`src/rtl/video_timing_pkg.sv`:
```
// Shared constants, vertical state encoding and mode lookups for the
// MrLaggy raster timing generator.
package video_timing_pkg;

  // Default clk cycles per pixel at 15 kHz (scandouble uses half of this)
  localparam int VTG_CE_DIV   = 4;

  // Horizontal timing defaults (pixels); H_TOTAL = 400
  localparam int VTG_H_ACTIVE = 320;
  localparam int VTG_H_FP     = 16;
  localparam int VTG_H_SYNC   = 32;
  localparam int VTG_H_BP     = 32;

  // Vertical porch/sync lengths, shared by NTSC and PAL
  localparam int V_FP   = 3;
  localparam int V_SYNC = 3;

  localparam logic [9:0] V_ACTIVE_NTSC = 10'd240;
  localparam logic [9:0] V_TOTAL_NTSC  = 10'd262;
  localparam logic [9:0] V_ACTIVE_PAL  = 10'd288;
  localparam logic [9:0] V_TOTAL_PAL   = 10'd312;

  typedef enum logic [1:0] {
    V_ACT   = 2'd0,
    V_FRONT = 2'd1,
    V_SYN   = 2'd2,
    V_BACK  = 2'd3
  } vstate_t;

  function automatic logic [9:0] v_total(input logic i_pal);
    return i_pal ? V_TOTAL_PAL : V_TOTAL_NTSC;
  endfunction

  function automatic logic [9:0] v_active(input logic i_pal);
    return i_pal ? V_ACTIVE_PAL : V_ACTIVE_NTSC;
  endfunction

endpackage

```
`src/rtl/video_ce_gen.sv`:
```
// Pixel clock-enable divider: one-clk ce every CE_DIV clks, or every
// CE_DIV/2 clks when i_half is set. o_tick is the combinational early
// version of o_ce so the timing counters can update on the same edge
// at which o_ce rises.
module video_ce_gen #(
  parameter int CE_DIV = 4
) (
  input  logic clk,
  input  logic reset,
  input  logic i_half,
  output logic o_tick,
  output logic o_ce
);

  localparam int CW = (CE_DIV > 2) ? $clog2(CE_DIV) : 1;
  localparam logic [CW-1:0] LAST_FULL = CW'(CE_DIV - 1);
  localparam logic [CW-1:0] LAST_HALF = CW'(CE_DIV / 2 - 1);

  logic [CW-1:0] r_cnt;
  logic [CW-1:0] w_last;

  // Terminal count for the selected rate; tick fires on the last clk of a pixel
  always_comb begin
    w_last = LAST_FULL;
    if (i_half) begin
      w_last = LAST_HALF;
    end else begin
      w_last = LAST_FULL;
    end
    o_tick = (r_cnt == w_last);
  end

  // Divider counter and registered ce strobe
  always_ff @(posedge clk) begin
    if (reset) begin
      r_cnt <= '0;
      o_ce  <= 1'b0;
    end else if (o_tick) begin
      r_cnt <= '0;
      o_ce  <= 1'b1;
    end else begin
      r_cnt <= r_cnt + CW'(1);
      o_ce  <= 1'b0;
    end
  end

endmodule

```
`src/rtl/video_timing_gen.sv`:
```
// Raster timing generator: NTSC/PAL 15 kHz or 31 kHz scandoubled timing,
// pixel/line counters and a frame-start strobe. All timing outputs are
// registered and change together with the rising ce_pix.
// Optional feature: define VTG_FRAME_CNT_EN to enable the 16-bit frame_cnt
// counter; otherwise frame_cnt is tied to zero.
module video_timing_gen
  import video_timing_pkg::*;
#(
  parameter int CE_DIV   = VTG_CE_DIV,
  parameter int H_ACTIVE = VTG_H_ACTIVE,
  parameter int H_FP     = VTG_H_FP,
  parameter int H_SYNC   = VTG_H_SYNC,
  parameter int H_BP     = VTG_H_BP
) (
  input  logic        clk,
  input  logic        reset,
  input  logic        pal,
  input  logic        scandouble,
  output logic        ce_pix,
  output logic [9:0]  hcount,
  output logic [9:0]  vcount,
  output logic        HBlank,
  output logic        HSync,
  output logic        VBlank,
  output logic        VSync,
  output logic        frame_start,
  output logic        pal_active,
  output logic [15:0] frame_cnt
);

  localparam int         H_TOTAL  = H_ACTIVE + H_FP + H_SYNC + H_BP;
  localparam logic [9:0] H_LAST   = 10'(H_TOTAL - 1);
  localparam logic [9:0] HB_START = 10'(H_ACTIVE);
  localparam logic [9:0] HS_START = 10'(H_ACTIVE + H_FP);
  localparam logic [9:0] HS_END   = 10'(H_ACTIVE + H_FP + H_SYNC);

  logic       r_pal, r_dbl, r_phase;
  logic [9:0] r_hcount, r_vcount;
  logic       r_hblank, r_hsync, r_vblank, r_vsync, r_frame_start;
  vstate_t    r_vstate, w_vstate_next;

  logic       w_tick, w_ce;
  logic [9:0] w_hnext, w_vnext, w_vtotal, w_vactive, w_vs_start, w_vs_end;
  logic       w_phase_next, w_hwrap, w_line_adv, w_frame_end;

  video_ce_gen #(.CE_DIV(CE_DIV)) u_ce_gen (
    .clk    (clk),
    .reset  (reset),
    .i_half (r_dbl),
    .o_tick (w_tick),
    .o_ce   (w_ce)
  );

  // Next-position arithmetic: horizontal wrap, line-double phase, vertical advance
  always_comb begin
    w_vtotal    = v_total(r_pal);
    w_vactive   = v_active(r_pal);
    w_vs_start  = w_vactive + 10'(V_FP);
    w_vs_end    = w_vactive + 10'(V_FP + V_SYNC);
    w_hwrap     = (r_hcount == H_LAST);
    w_line_adv  = w_hwrap && (!r_dbl || r_phase);
    w_frame_end = w_line_adv && (r_vcount == (w_vtotal - 10'd1));
    w_hnext     = w_hwrap ? 10'd0 : (r_hcount + 10'd1);
    if (w_hwrap && r_dbl) begin
      w_phase_next = !r_phase;
    end else if (w_hwrap) begin
      w_phase_next = 1'b0;
    end else begin
      w_phase_next = r_phase;
    end
    if (w_frame_end) begin
      w_vnext = 10'd0;
    end else if (w_line_adv) begin
      w_vnext = r_vcount + 10'd1;
    end else begin
      w_vnext = r_vcount;
    end
  end

  // Vertical FSM next state, evaluated against the line about to start
  always_comb begin
    w_vstate_next = r_vstate;
    if (w_tick && w_line_adv) begin
      case (r_vstate)
        V_ACT:   w_vstate_next = (w_vnext == w_vactive)  ? V_FRONT : V_ACT;
        V_FRONT: w_vstate_next = (w_vnext == w_vs_start) ? V_SYN   : V_FRONT;
        V_SYN:   w_vstate_next = (w_vnext == w_vs_end)   ? V_BACK  : V_SYN;
        V_BACK:  w_vstate_next = (w_vnext == 10'd0)      ? V_ACT   : V_BACK;
        default: w_vstate_next = V_ACT;
      endcase
    end else begin
      w_vstate_next = r_vstate;
    end
  end

  // Vertical FSM state register
  always_ff @(posedge clk) begin
    if (reset) begin
      r_vstate <= V_ACT;
    end else begin
      r_vstate <= w_vstate_next;
    end
  end

  // Counters, sync/blank decode and mode latch, all advanced on the pixel tick
  always_ff @(posedge clk) begin
    if (reset) begin
      r_hcount      <= 10'd0;
      r_vcount      <= 10'd0;
      r_phase       <= 1'b0;
      r_hblank      <= 1'b0;
      r_hsync       <= 1'b0;
      r_vblank      <= 1'b0;
      r_vsync       <= 1'b0;
      r_frame_start <= 1'b0;
      r_pal         <= pal;
      r_dbl         <= scandouble;
    end else if (w_tick) begin
      r_hcount      <= w_hnext;
      r_vcount      <= w_vnext;
      r_phase       <= w_phase_next;
      r_hblank      <= (w_hnext >= HB_START);
      r_hsync       <= (w_hnext >= HS_START) && (w_hnext < HS_END);
      r_vblank      <= (w_vstate_next != V_ACT);
      r_vsync       <= (w_vstate_next == V_SYN);
      r_frame_start <= (w_hnext == 10'd0) && (w_vnext == 10'd0) && !w_phase_next;
      if (w_frame_end) begin
        r_pal <= pal;
        r_dbl <= scandouble;
      end
    end else begin
      r_frame_start <= 1'b0;
    end
  end

`ifdef VTG_FRAME_CNT_EN
  logic [15:0] r_frame_cnt;

  // Frames since reset; bumps the clk after each frame_start, wraps naturally
  always_ff @(posedge clk) begin
    if (reset) begin
      r_frame_cnt <= 16'd0;
    end else if (r_frame_start) begin
      r_frame_cnt <= r_frame_cnt + 16'd1;
    end
  end

  assign frame_cnt = r_frame_cnt;
`else
  assign frame_cnt = 16'd0;
`endif

  assign ce_pix      = w_ce;
  assign hcount      = r_hcount;
  assign vcount      = r_vcount;
  assign HBlank      = r_hblank;
  assign HSync       = r_hsync;
  assign VBlank      = r_vblank;
  assign VSync       = r_vsync;
  assign frame_start = r_frame_start;
  assign pal_active  = r_pal;

endmodule

```
`config.mk`:
```
export PLATFORM = sky130hd
export DESIGN_NAME = video_timing_gen
export DESIGN_NICKNAME = d
export VERILOG_FILES = /design/src/rtl/video_timing_pkg.sv /design/src/rtl/video_ce_gen.sv /design/src/rtl/video_timing_gen.sv
export SDC_FILE = /design/constraint.sdc
export NUM_CORES = 1
export LEC_CHECK = 0
export ABC_AREA = 1
export CAP_MARGIN = 5
export CORE_MARGIN = 2
export CORE_UTILIZATION = 30
export CTS_BUF_LIST = sky130_fd_sc_hd__clkbuf_16
export DETAILED_ROUTE_END_ITERATION = 12
export PLACE_DENSITY = 0.61
export SYNTH_ARGS = -nofsm -noshare
export SYNTH_HDL_FRONTEND = slang
export SYNTH_HIERARCHICAL = 1
export SYNTH_SLANG_ARGS = --single-unit
```
`constraint.sdc`:
```
create_clock -name clk -period 2.9 [get_ports clk]
set_input_delay 0.58 -clock clk [delete_from_list [all_inputs] [get_ports clk]]
set_output_delay 0.58 -clock clk [all_outputs]
set_load 0.1 [all_outputs]
```
==> flow_metrics.env, run 1 <==
export IMPL_outcome="completed"
export IMPL_n_antenna_cell=0
export IMPL_synth_area_top_cells="dfxtp_1 (25%), nand2_1 (14%), nand3_1 (7.5%), inv_1 (7.1%), nor2_1 (6.1%)"
export IMPL_drc=0
export IMPL_synth_common_cells="nand2_1 (91), inv_1 (47), nor2_1 (40), nand3_1 (37), dfxtp_1 (31)"
export IMPL_yosys_area_top_type="dfxtp_1"
export IMPL_fin_cells=516
export IMPL_core_mm2=0.008093
export IMPL_maxClockFrequency_ghz=0.4122
export IMPL_vias=2498
export IMPL_timing_rr_end="VBlank"
export IMPL_min_from="HSync"
export IMPL_grt_total_usage_pct=16.04
export IMPL_gp_congestion=0.9172
export IMPL_hold_viol_final=0
export IMPL_cp_start_kind="register"
export IMPL_clk_path_buf_depth=2
export IMPL_min_period_over_period_pct=83.66
export IMPL_max_slew_margin_pct=60.58
export IMPL_cts_hold_buf=0
export IMPL_drive_above_1_share_pct=20.92
export IMPL_drt_total_wl_um=6586
export IMPL_skew_ps=3.909
export IMPL_final_nets=417
export IMPL_fin_total_pwr_mw=1.248
export IMPL_reg2regPathDepth=16
export IMPL_n_fill_cell=885
export IMPL_std_cell_rows=33
export IMPL_synth_most_common_cell="nand2_1"
export IMPL_cts_tree="done"
export IMPL_port_buffers=30
export IMPL_period_minus_slack_ps=2426
export IMPL_r2r_slack_ps=470
export IMPL_dpl_cell_count=508
export IMPL_ir_drop_uv=231.3
export IMPL_min_path_cells=2
export IMPL_rsz0062_at_grt="no"
export IMPL_netlist_area_mm2=0.002470
export IMPL_p_leak_nw=1.326
export IMPL_crit_arrival_ps=2610
export IMPL_boundaryPins=47
export IMPL_ys_seq_area_share_pct=27.56
export IMPL_drv_cap=0
export IMPL_ys_flop_type="dfxtp_1"
export IMPL_synth_area_per_cell_um2=6.534
export IMPL_antenna_found_initial=0
export IMPL_ant_nets=0
export IMPL_synth_cell_types=37
export IMPL_area_delta_synth_final_pct=17.58
export IMPL_clkTransAtPathRegs_ps=60
export IMPL_wl_per_cell_um=12.76
export IMPL_gr_total_overflow=0
export IMPL_dp_hpwl_um=5131
export IMPL_routed_via_density=4.841
export IMPL_crit_required_ps=3080
export IMPL_cts_resized=0
export IMPL_initial_core_util_pct=30.52
export IMPL_synthArstFlopShare_pct=0
export IMPL_clk_latency_ps=280
export IMPL_die_w_um=94.74
export IMPL_clock_sinks=33
export IMPL_end_kind="register"
export IMPL_finalSetupTns_ps=0
export IMPL_synth_edf_count=2
export IMPL_setup_viol=0
export IMPL_grt_pass1_vias=2422
export IMPL_r2r_start="vcount[0]"
export IMPL_slew_viol_final=0
export IMPL_cts_made_buffers=5
export IMPL_dieHeight_um=94.74
export IMPL_dieArea_mm2=0.008975
export IMPL_path_class="reg2reg"
export IMPL_grt_max_degree=16
export IMPL_cts_htree_levels=2
export IMPL_ys_warn_count=6
export IMPL_drtIter0Drc=111
export IMPL_yosysTopAreaCellShare_pct=25.13
export IMPL_cts_setup_buffers=0
export IMPL_power_density_mw_per_mm2=429.8
export IMPL_firstDrtPassIters=5
export IMPL_hold_path_class="reg2reg"
export IMPL_grt_pass1_wl_um=11220
export IMPL_netlist_instances=378
export IMPL_hold_end="HSync"
export IMPL_ys_ff_latch=33
export IMPL_worst_pin_slew_ps=590.6
export IMPL_critPathMaxFanout=9
export IMPL_cts_root_buffer="clkbuf_16"
## state kept, by name (all words and copies together), names as in the netlist
register,count
pal_active,1
hcount,10
VBlank,1
r_dbl,1
u_ce_gen/r_cnt,2
vcount,10
HSync,1
VSync,1
r_phase,1
r_vstate,2
HBlank,1
u_ce_gen/o_ce,1
frame_start,1
## critical path: stages (launching register included)
cell      delay [ps]
dfxtp_1          490
ha_1             270
nand2_1           80
nor2_2           190
nand2_1           80
nor2_1           180
nand3_1          100
nand2_1          110
nand2_1           80
nor2_1           130
nand3_2          110
nand2_1           90
nand3_2          100
o21bai_4         150
nand3_2           70
nand2_1           70
inv_1             30
## per-stage QoR
step | hold WS, ps | area [µm²] | setup slack [ps] | util (%)
floorplan | 435.9 | 2529 | 119.2 | -
global placement | 445.8 | 2761 | 541.3 | 34.12
detailed placement | 444.5 | 2761 | 513.4 | 34.12
CTS | 462.0 | 2904 | 497.1 | 35.88
global route | 486.0 | 2904 | 240.0 | 35.88
finish | 462.8 | 2904 | 473.7 | 35.88
## area by class of cell
type	count	area, µm²	share of cell area, %
Inverter	53	198.9	6.850
Clock inverter	3	17.52	0.6032
Clock buffer	5	125.1	4.308
Sequential cell	33	683.2	23.52
Timing Repair Buffer	32	247.7	8.531
Multi-Input combinational cell	285	1500	51.66
Tap cell	105	131.4	4.524
## cell usage in the layout, fill, tap and decap left out, types with 2 or more instances in the layout
cell / n
nand3_1: 37
inv_2: 6
clkdlybuf4s50_1: 3
dfxtp_1: 29
nor2_4: 3
nor3_1: 2
nor2_2: 11
o21ai_0: 11
o21ai_1: 2
o22ai_1: 14
buf_4: 29
a211oi_1: 2
clkbuf_16: 5
ha_1: 3
conb_1: 16
xor2_1: 4
inv_1: 47
nand2_1: 91
a21oi_1: 7
xnor2_1: 4
edfxtp_1: 2
nand2_2: 12
nand3_2: 8
nor2_1: 40
nand4_1: 6
dfxtp_2: 2
clkinv_2: 2
## cell families (layout without fill, tap and decap cells)
| group | after synthesis | after routing | share of synthesized area, % |
|---|---|---|---|
| DFF | 33 | 33 | 27.56 |
| AOI/OAI and AO/OA | 40 | 40 | 10.18 |
| and+or+nand+nor | 218 | 218 | 43.77 |
| other | 1 | 16 | 0.1518 |
| adders and majority gates | 3 | 3 | 1.520 |
| buffers and inverters | 75 | 93 | 13.98 |
| xor gates and xnor gates | 8 | 8 | 2.837 |
## metal layers
| layer | GRT usage, % | vias up | wire [µm] |
|---|---|---|---|
| li1 | - | 1256 | - |
| met1 | 20.38 | 1129 | 3068 |
| met2 | 25.06 | 98 | 2943 |
| met3 | 3.512 | 15 | 429 |
| met4 | 9.058 | 0 | 144 |
| met5 | 0 | - | 0 |
## how the worst max path moves through the flow
stage | slack, ps | cells past startpoint | endpoint | startpoint
final | 470 | 16 | VBlank | vcount[0]
after global routing | 240 | 16 | VBlank | vcount[0]
after CTS | 500 | 16 | VBlank | vcount[0]
after detailed placement | 510 | 16 | VBlank | vcount[0]
after global placement | 540 | 4 | hcount[7] | reset
after floorplan | 120 | 16 | VBlank | vcount[0]
## where the power goes
| group | switching, mW | internal (mW) | total (mW) |
|---|---|---|---|
| logic | 0.204 | 0.0372 | 0.241 |
| clock network | 0.206 | 0.315 | 0.520 |
| registers | 0.0144 | 0.472 | 0.486 |
No activity file was read; power rests on OpenSTA's default activity.
==> inputs of run 2 (changes only) <==
==> constraint.sdc (replaced) <==
create_clock -name clk -period 2.54 [get_ports clk]
set_input_delay 0.508 -clock clk [delete_from_list [all_inputs] [get_ports clk]]
set_output_delay 0.508 -clock clk [all_outputs]
set_load 0.1 [all_outputs]
==> run 2 against run 1 <==
Effect of this change:
- global-route usage decreased by 0.22 points
- setup slack got worse by 260 ps
- register-to-register slack got worse by 260 ps
- first-iteration DRC count up 28%
- non-clock buffer count is 4 higher
- combinational power increased by 15%
- flip-flop and latch count is the same
- worst hold slack is essentially flat
- largest power group unchanged
- critical path type unchanged
==> flow_metrics.env, run 2 (synthesized netlist as in run 1, its figures left out) <==
export IMPL_outcome="completed"
export IMPL_grt_max_degree=17
export IMPL_rsz0062_at_grt="no"
export IMPL_hold_path_class="reg2reg"
export IMPL_crit_arrival_ps=2510
export IMPL_setup_ws_ps=210.1
export IMPL_initial_core_util_pct=30.52
export IMPL_critPathMaxFanout=8
export IMPL_drive_above_1_share_pct=24.15
export IMPL_cts_made_buffers=5
export IMPL_boundaryPins=47
export IMPL_maxClockFrequency_ghz=0.4292
export IMPL_vias=2540
export IMPL_grt_pass1_vias=2418
export IMPL_port_buffers=30
export IMPL_slew_viol_final=0
export IMPL_drtIter0Drc=142
export IMPL_clk_latency_ps=280
export IMPL_clk_path_buf_depth=2
export IMPL_ant_nets=0
export IMPL_antenna_found_initial=0
export IMPL_core_mm2=0.008093
export IMPL_gr_total_overflow=0
export IMPL_area_delta_synth_final_pct=20.47
export IMPL_p_leak_nw=1.356
export IMPL_design_area_mm2=0.002975
export IMPL_finalSetupTns_ps=0
export IMPL_drt_total_wl_um=6684
export IMPL_max_slew_margin_pct=60.84
export IMPL_hold_viol_final=0
export IMPL_routed_via_density=4.894
export IMPL_cts_tree="done"
export IMPL_place_area_mm2=0.002789
export IMPL_std_cell_rows=33
export IMPL_ir_drop_uv=280.3
export IMPL_cp_start_kind="register"
export IMPL_dieHeight_um=94.74
export IMPL_cts_hold_buf=0
export IMPL_power_density_mw_per_mm2=512.2
export IMPL_cts_htree_levels=2
export IMPL_final_nets=421
export IMPL_clkTransAtPathRegs_ps=60
export IMPL_fin_util_pct=36.77
export IMPL_wl_per_cell_um=12.88
export IMPL_drc=0
export IMPL_min_period_over_period_pct=91.73
export IMPL_n_fill_cell=892
export IMPL_firstDrtPassIters=4
export IMPL_n_antenna_cell=0
export IMPL_dpl_worst_slack_ps=176.6
export IMPL_worst_pin_slew_ps=586.8
export IMPL_end_kind="register"
export IMPL_crit_required_ps=2720
export IMPL_dieArea_mm2=0.008975
export IMPL_path_class="reg2reg"
export IMPL_skew_ps=5.805
export IMPL_fin_cells=519
export IMPL_cts_root_buffer="clkbuf_16"
export IMPL_grt_total_usage_pct=15.82
export IMPL_final_cell_mix="nand2_1 (91), inv_1 (47), nor2_1 (40)"
export IMPL_dpl_cell_count=510
export IMPL_die_w_um=94.74
export IMPL_final_common_cell="nand2_1"
export IMPL_setup_viol=0
export IMPL_grt_pass1_wl_um=11220
export IMPL_period_minus_slack_ps=2330
export IMPL_drv_cap=0
export IMPL_gp_congestion=0.9022
export IMPL_dp_hpwl_um=5211
export IMPL_clock_sinks=33
==> run 2: repair_timing <==
item,CTS,global route
endpoints found under the setup margin,0,2
gates resized for setup,0,2
buffers inserted,0,2
==> run 2: layout make-up <==
class	instances	area, µm²	share of cell area (%)
Multi-Input combinational cell	285	1511	50.80
Sequential cell	33	695.7	23.38
Timing Repair Buffer	36	277.8	9.336
Inverter	53	198.9	6.686
Tap cell	105	131.4	4.415
Clock buffer	5	125.1	4.205
Clock inverter	2	35.03	1.177
==> run 2: final timing paths <==
check	startpoint	end	slack (ps)	cells past startpoint
worst min register to register	HSync	HSync	460	2
worst max register to register	hcount[0]	VBlank	210	16
worst min-delay path	HSync	HSync	460	2
worst max-delay path	hcount[0]	VBlank	210	16
==> run 2: stage by stage <==
step	power [mW]	hold slack (ps)
final	1.524	463.2
after global routing	1.563	493.7
after CTS	1.530	463.9
after detailed placement	0.8431	445.8
after global placement	0.8430	444.8
after floorplan	0.8215	435.9
==> run 2: power by group <==
group / internal, mW / switching, mW / total [mW]
registers: 0.539 / 0.0162 / 0.555
logic: 0.0423 / 0.235 / 0.277
clock network: 0.455 / 0.236 / 0.692
total: 1.04 / 0.488 / 1.52
==> run 2: routing by layer <==
metal / share of wire (%) / global-route usage [%] / vias to the layer above
met5: 0 / 0 / -
met4: 1.8 / 5.072 / 0
met3: 6.7 / 3.352 / 15
met2: 46 / 26.12 / 90
met1: 46 / 20.54 / 1168
li1: - / - / 1267
==> run 2: worst max-delay path, stage by stage (launching register included) <==
cell and delay (ps):
dfxtp_2 370, ha_2 230, nand2_2 100, nor2_8 170
nand3_4 120, nor2_4 180, nand2_4 110, nand2_2 120
nand2_1 80, nor2_1 130, nand3_2 110, nand2_1 90
nand3_2 90, o21bai_4 140, nand3_2 70, nand2_1 60
inv_1 30
==> inputs of run 3 (changes only) <==
--- a/config.mk
+++ b/config.mk
@@ -12,6 +12,7 @@
 export CTS_BUF_LIST = sky130_fd_sc_hd__clkbuf_16
 export DETAILED_ROUTE_END_ITERATION = 12
 export PLACE_DENSITY = 0.61
+export SKIP_CTS_REPAIR_TIMING = 1
 export SYNTH_ARGS = -nofsm -noshare
 export SYNTH_HDL_FRONTEND = slang
 export SYNTH_HIERARCHICAL = 1
==> results of run 3 <==
The final DEF is identical to that of run 2; final timing and power are the same.
